===== src/rtl/regfile_pkg.sv =====
// Shared types for the register-file write scheduler: register address and write request.
package regfile_pkg;
    localparam int REG_AW = 5;
    localparam int NREGS  = 32;
    localparam int DW     = 32;

    typedef logic [DW-1:0]     word_t;
    typedef logic [REG_AW-1:0] regaddr_t;

    typedef struct packed {
        regaddr_t addr;
        word_t    data;
    } wreq_t;
endpackage


===== src/rtl/rr_arbiter.sv =====
// Round-robin arbiter: grants the lowest requesting index at or above ptr, wrapping to 0.
module rr_arbiter #(
    parameter int NREQ = 2,
    parameter int IW   = (NREQ > 1) ? $clog2(NREQ) : 1
) (
    input  logic [NREQ-1:0] req,
    input  logic [IW-1:0]   ptr,
    output logic [NREQ-1:0] gnt,
    output logic [IW-1:0]   gnt_idx
);
    logic          hit_hi;
    logic          hit_any;
    logic [IW-1:0] idx_hi;
    logic [IW-1:0] idx_any;

    // Descending scan leaves the lowest matching index in each candidate.
    always_comb begin
        hit_hi  = 1'b0;
        hit_any = 1'b0;
        idx_hi  = '0;
        idx_any = '0;
        for (int i = NREQ - 1; i >= 0; i--) begin
            if (req[i]) begin
                hit_any = 1'b1;
                idx_any = IW'(i);
                if (IW'(i) >= ptr) begin
                    hit_hi = 1'b1;
                    idx_hi = IW'(i);
                end
            end
        end
        gnt_idx = hit_hi ? idx_hi : idx_any;
        gnt     = hit_any ? (NREQ'(1) << gnt_idx) : '0;
    end
endmodule


===== src/rtl/regfile_write_scheduler.sv =====
// Shares the register file write port among NREQ writeback sources and tracks
// outstanding destination registers in a busy scoreboard.
module regfile_write_scheduler #(
    parameter int NREQ  = 2,
    parameter int DW    = regfile_pkg::DW,
    parameter int NREGS = regfile_pkg::NREGS
) (
    input  logic                                     CLK,
    input  logic                                     RST,
    input  logic [NREQ-1:0]                          req_valid,
    output logic [NREQ-1:0]                          req_ready,
    input  logic [NREQ-1:0][regfile_pkg::REG_AW-1:0] req_addr,
    input  logic [NREQ-1:0][DW-1:0]                  req_data,
    input  logic                                     rsv_valid,
    input  logic [regfile_pkg::REG_AW-1:0]           rsv_addr,
    output logic                                     rsv_ready,
    output logic [DW-1:0]                            wdat,
    output logic [NREGS-1:0]                         wen,
    output logic [NREGS-1:0]                         busy
);
    import regfile_pkg::regaddr_t;

    localparam int IW = (NREQ > 1) ? $clog2(NREQ) : 1;

    logic [IW-1:0]    ptr_q, ptr_d;
    logic [NREGS-1:0] wen_q, wen_d;
    logic [NREGS-1:0] busy_q, busy_d;
    logic [DW-1:0]    wdat_q, wdat_d;

    logic [NREQ-1:0]  arb_req;
    logic [NREQ-1:0]  gnt;
    logic [IW-1:0]    gnt_idx;
    logic             accept;
    regaddr_t         acc_addr;

    // Nothing is granted while reset is asserted, so no write slips past reset.
    assign arb_req = req_valid & {NREQ{~RST}};

    rr_arbiter #(.NREQ(NREQ), .IW(IW)) u_arb (
        .req     (arb_req),
        .ptr     (ptr_q),
        .gnt     (gnt),
        .gnt_idx (gnt_idx)
    );

    assign req_ready = gnt;
    assign accept    = |gnt;
    assign acc_addr  = req_addr[gnt_idx];

    assign rsv_ready = rsv_valid & ~RST &
                       ((rsv_addr == '0) | ~busy_q[rsv_addr]);

    always_comb begin
        ptr_d  = ptr_q;
        wen_d  = '0;
        wdat_d = wdat_q;
        if (accept) begin
            ptr_d  = (gnt_idx == IW'(NREQ - 1)) ? '0 : gnt_idx + 1'b1;
            wdat_d = req_data[gnt_idx];
            // $0 writes are consumed but never reach the array.
            if (acc_addr != '0)
                wen_d[acc_addr] = 1'b1;
        end
    end

    // Clear on the edge that commits the write; a same-edge reservation wins.
    always_comb begin
        busy_d = busy_q & ~wen_q;
        if (rsv_ready && rsv_addr != '0)
            busy_d[rsv_addr] = 1'b1;
        busy_d[0] = 1'b0;
    end

    always_ff @(posedge CLK) begin
        if (RST) begin
            ptr_q  <= '0;
            wen_q  <= '0;
            wdat_q <= '0;
            busy_q <= '0;
        end else begin
            ptr_q  <= ptr_d;
            wen_q  <= wen_d;
            wdat_q <= wdat_d;
            busy_q <= busy_d;
        end
    end

    assign wen  = wen_q;
    assign wdat = wdat_q;
    assign busy = busy_q;
endmodule

===== config.mk =====
export PLATFORM = sky130hd
export DESIGN_NAME = regfile_write_scheduler
export DESIGN_NICKNAME = d
export VERILOG_FILES = /design/src/rtl/regfile_pkg.sv /design/src/rtl/rr_arbiter.sv /design/src/rtl/regfile_write_scheduler.sv
export SDC_FILE = /design/constraint.sdc
export NUM_CORES = 1
export LEC_CHECK = 0
export ABC_AREA = 0
export CORE_MARGIN = 10
export CORE_UTILIZATION = 38
export DETAILED_ROUTE_END_ITERATION = 7
export PLACE_DENSITY = 0.77
export SLEW_MARGIN = 5
export SYNTH_ARGS = -nofsm -noshare
export SYNTH_HDL_FRONTEND = slang
export SYNTH_SLANG_ARGS = --single-unit

===== constraint.sdc =====
create_clock -name CLK -period 1.95 [get_ports CLK]
set_clock_uncertainty 0.15 [all_clocks]
set_input_delay 0.195 -clock CLK [delete_from_list [all_inputs] [get_ports CLK]]
set_output_delay 0.195 -clock CLK [all_outputs]
set_load 0.05 [all_outputs]

======== Word-level counts from Yosys, hierarchy flattened ========
Cells that the tools add are included.
operators by class
  add/sub/neg operators ................... 1
  multiply operators ...................... 0
  div/mod/pow operators ................... 0
  magnitude comparators ................... 7
  equality and inequality tests ........... 0
  shift operators ......................... 1
  mux-type cells .......................... 23
  bitwise gates (word level) .............. 11
  reduce and logical (&&, ||, !) cells .... 8
operators with widths
  kind                                                                                  count
  32-bit two-way mux                                                                    3
  32-bit bitwise AND                                                                    1
  32-bit NOT                                                                            1
  32-bit OR                                                                             1
  1-bit two-way mux                                                                     14
  5-bit by 6-bit less-than comparator with 1-bit output (second input constant)         2
  1-bit demux with 5-bit select                                                         2
  5-bit by 1-bit greater-or-equal comparator with 1-bit output (second input constant)  2
  5-bit two-way mux                                                                     2
  5-bit nonzero test                                                                    2
  1-bit binary-select mux with 5-bit select                                             1
  5-bit zero test                                                                       1
  1-bit NOT                                                                             4
  1-bit logical AND                                                                     3
  3-bit OR reduction                                                                    1
  1-bit bitwise AND                                                                     2
  2-bit bitwise AND                                                                     1
  1-bit greater-or-equal comparator (first input constant)                              2
  1-bit by 2-bit less-than comparator with 1-bit output (second input constant)         1
  2-bit two-way mux                                                                     1
  2-bit OR reduction                                                                    1
  1-bit by 1-bit left shift with 2-bit output (first input constant)                    1
  1-bit adder (second input constant)                                                   1
  1-bit OR                                                                              1
storage, ports and cells
  bits in registers ....................... 97
  bits in latches ......................... 0
  bits in writable memories ............... 0
  ROM bits ................................ 0
  output and inout port bits .............. 99
  word-level logic and storage cells ...... 56
  memories kept ........................... 0

======== Depth between registers and ports, before layout ========
  word-level depth ........................ 12
  gate-level depth with buffers ........... 8
  mapped depth without buffers ............ 5

======== Hierarchy ========
From an unflattened synthesis, not the netlist that was laid out.
unflattened totals
  cell total of the unflattened synthesis .. 438
  area, all modules ....................... 3948.8 um2
modules (own cells, without submodules)
  module                   instances  cells each  area an instance (um2)
  regfile_write_scheduler  1          434         3922.5
  rr_arbiter               1          4           26.3

======== Worst setup path before layout ========
Ideal clock, no wire load.
  path kind ............................... reg-to-output
  start ................................... register busy_q[31], in the netlist busy[31]
  end ..................................... output port rsv_ready
  arrival ................................. 2.522 ns
  setup slack ............................. -0.917 ns
  cell stages (with the launch flop) ...... 7
  buffers on the path ..................... 1
  cell sequence ........................... dfxtp_1 > mux4_2 > a41oi_2 > o21ai_2 > nand3b_4 > buf_6 > a31oi_1
on the way
  word-level cells in the longest chain between the ends .. 5
ends and longest elaborated chain
  element                                    RTL line                       text
  start: declaration                         regfile_write_scheduler.sv:27  logic [NREGS-1:0] busy_q, busy_d;
  start signal: assignment                   regfile_write_scheduler.sv:84  busy_q <= busy_d;
  1-bit binary-select mux with 5-bit select  regfile_write_scheduler.sv:51  ((rsv_addr == '0) | ~busy_q[rsv_addr]);
  1-bit two-way mux (not written as such)    regfile_write_scheduler.sv:51
  1-bit NOT                                  regfile_write_scheduler.sv:51
  1-bit OR                                   regfile_write_scheduler.sv:51
  1-bit bitwise AND                          regfile_write_scheduler.sv:50  assign rsv_ready = rsv_valid & ~RST &
  end: declaration                           regfile_write_scheduler.sv:16  output logic rsv_ready,
Every way passes these cells. The select of a mux whose other input is x is not followed.

======== Worst setup path after layout ========
Ends and elaborated chain as after synthesis.

==> impl_metrics.toml <==
[run_status]
outcome = "finished, violations left"
violations = "setup timing"

[worst_setup_path]
crit_chain = "mux4_2, a41oi_2, o21ai_2, nand3b_4, a31oi_4, buf_12"
critPathRequiredTime_ns = 1.60
arrival_ns = 2.01
crit_path_end_kind = "primary output"
cp_max_fo = 2
path_buf_inv = 1
cp_slowest_stage_delay_ns = 0.49
critPathSlowestCell = "mux4_2"
critPathLaunchType = "flip-flop"
cp_top_family = "multiplexers"
ff2ff_setup_slack_ns = -0.36
critical_path_class = "flip-flop to primary output"

[route]
ant_nets = 0
drt_wl_total_um = 14900
remaining_drc_errors = 0
vias = 3985
drtIter0Drc = 211
wl_per_cell_um = 19.3
viasPerCell = 5.14
dr.pass1.iters = 4

[yosys]
async_flop_share_pct = 0
synth-simple-area-share_pct = 18.5
synth_cell_types = 44
muxShareOfSynthArea_pct = 13.1
ys.flop_type = "dfxtp_1"
avgSynthCellArea_um2 = 9.91
synth-xor-area-share_pct = 0
synth_top_family_by_area = "simple AND/OR/NAND/NOR gates"
synthAdderAreaFrac_pct = 0
synth_edf_count = 0
yosys_warnings = 0
ys_ff_latch = 96
syn-cell-area_um2 = 4020
synth.yosys.seq_area_share_pct = 47.8
synth_compound_area_share_pct = 16.0
syn_inst = 406

[clocking]
cts_sinks = 96
clock_latency_ns = 0.37
clockBufferDepth = 2
cts_tree = "done"
cts-root-buf = "clkbuf_8"
htreeDepth = 3
cts_made_buffers = 9
clkTransAtPathRegs_ns = 0.10

[timing]
fin_crit_sh_pct = 121
drv_slew = 0
rsz0062_at_grt = "true"
hold_viol_final = 0
holdWs_ns = 0.157
period_minus_slack_ns = 2.36
fmax_mhz = 424
finalSetupViolations = 22
tightest_slew_ns = 0.709
fin_ws_ns = -0.410
maxSlewHeadroom_pct = 52.5

[finish]
layout_common_cells = "124 x clkdlybuf4s50_1, 85 x dfxtp_1, 70 x buf_4"
final_common_cell = "clkdlybuf4s50_1"
diodes = 0
drive_above_1_share_pct = 24.5
instances_no_fill = 776
final_util_pct = 67.0
design_area_um2 = 6920
fin_nets = 719
syn2layout_area_growth_pct = 72.0

[global_routing]
use_met3_pct = 5.38
antenna_found_initial = 0
track_usage_pct = 19.1
grt_start_max_net_pins = 65
grt_pass1_vias = 4160
grt_busiest_layer = "met2"
gr-usage-met2_pct = 32.1
grt_overflow = 0
grt_pass1_wl_um = 22800
use_met1_pct = 23.2

[die]
std_cell_rows = 37
die_area_um2 = 15100
start_util_pct = 39.0
core_um2 = 10300
die_h_um = 123
fp.dieW_um = 123
ios = 183

[placement]
portBuffers = 181
hpwlAfterDp_um = 11600
dp_slack_ns = -0.825
dp_cells = 755
placed_area_um2 = 6370
routabilityCongestion = 0.917

[run]
cap_violations = 0

[power]
power_density_nw_per_um2 = 676
ir_drop_uv = 388
power.leakage_nw = 3.28

[worst_hold_path]
hold_path.class = "input port to flip-flop"
registers in the layout, summed over array words and instances, names as in the netlist:
signal and cells:
wen 32, wdat 32, ptr_q 1, busy 31
area by class of cell:
| class | instances | area (um^2) |
|---|---|---|
| Inverter | 13 | 48.8 |
| Sequential cell | 96 | 1950 |
| Timing Repair Buffer | 245 | 2410 |
| Clock inverter | 7 | 119 |
| Clock buffer | 9 | 124 |
| Tap cell | 136 | 170 |
| Fill cell | 810 | 3400 |
| Multi-Input combinational cell | 270 | 2100 |
Yosys cell counts (2+ instances only):
| master | instances | area share [%] |
|---|---|---|
| o32ai_1 | 18 | 3.9 |
| nor3_1 | 20 | 2.5 |
| dfxtp_1 | 96 | 48 |
| nand3_1 | 5 | 0.62 |
| clkbuf_1 | 21 | 2.0 |
| or3_1 | 2 | 0.31 |
| nor3b_1 | 6 | 1.1 |
| a211oi_1 | 32 | 6.0 |
| mux4_2 | 4 | 2.2 |
| nand2_1 | 12 | 1.1 |
| a21oi_1 | 3 | 0.37 |
| inv_1 | 13 | 1.2 |
| buf_6 | 3 | 0.84 |
| buf_2 | 3 | 0.37 |
| nand3b_1 | 2 | 0.37 |
| and3b_1 | 2 | 0.44 |
| nor2_1 | 51 | 4.8 |
| nand2b_1 | 16 | 2.5 |
| and2_1 | 2 | 0.31 |
| a31oi_1 | 3 | 0.47 |
| a221oi_1 | 2 | 0.44 |
| mux2i_1 | 38 | 9.5 |
| or3b_2 | 10 | 2.2 |
| o31ai_1 | 9 | 1.7 |
| nor2b_1 | 7 | 1.1 |
| mux2_2 | 5 | 1.4 |
| o21ai_1 | 4 | 0.50 |
worst paths after layout:
check / from / end / cells after the start
setup / recovery: busy[31] / rsv_ready / 6
hold / removal: req_valid[1] / ptr_q / 3
setup reg to reg: busy[31] / busy[6] / 8
hold reg to reg: wen[23] / busy[23] / 1
per-layer routing:
layer | wire, um | up-vias
li1 | - | 1940
met1 | 6020 | 1878
met2 | 7540 | 143
met3 | 1120 | 24
met4 | 261 | 0
met5 | 0 | -
cells by family after synthesis:
logic type | Yosys count
buffers and inverters | 41
DFF | 96
AOI/OAI and AO/OA | 81
muxes | 47
and+or+nand+nor | 140
other | 1
per-stage QoR:
stage	power (mW)	setup TNS, ns
2_1_floorplan	2.64	-0.805
3_3_place_gp	3.09	-19.59
3_5_place_dp	3.11	-25.26
4_1_cts	4.70	-4.59
5_1_grt	4.84	-6.06
6_report	4.68	-4.66
power by group:
part,switching [mW],leakage (nW),internal [mW],total (mW)
registers,0.0371,0.790,2.02,2.06
logic,0.579,2.36,0.475,1.05
clock network,0.710,0.124,0.855,1.57
worst reg2reg max path: stages, from the launching register on:
cell and delay, ns:
dfxtp_4 0.35, mux4_2 0.49, a41oi_2 0.19, o21ai_2 0.09, nand3b_4 0.18, buf_4 0.15
buf_6 0.13, bufbuf_16 0.28, o31ai_2 0.22
what timing repair did:
item | 4_1_cts | 5_1_grt
setup buffers | 4 | 2
cloned | 2 | 0
hold buffers | 0 | 0
hold endpoints to repair | 0 | 0
gates resized for setup | 36 | 40
pin swaps | 10 | 4
setup endpoints to repair | 46 | 49
No activity file was read; power rests on OpenSTA's default activity.
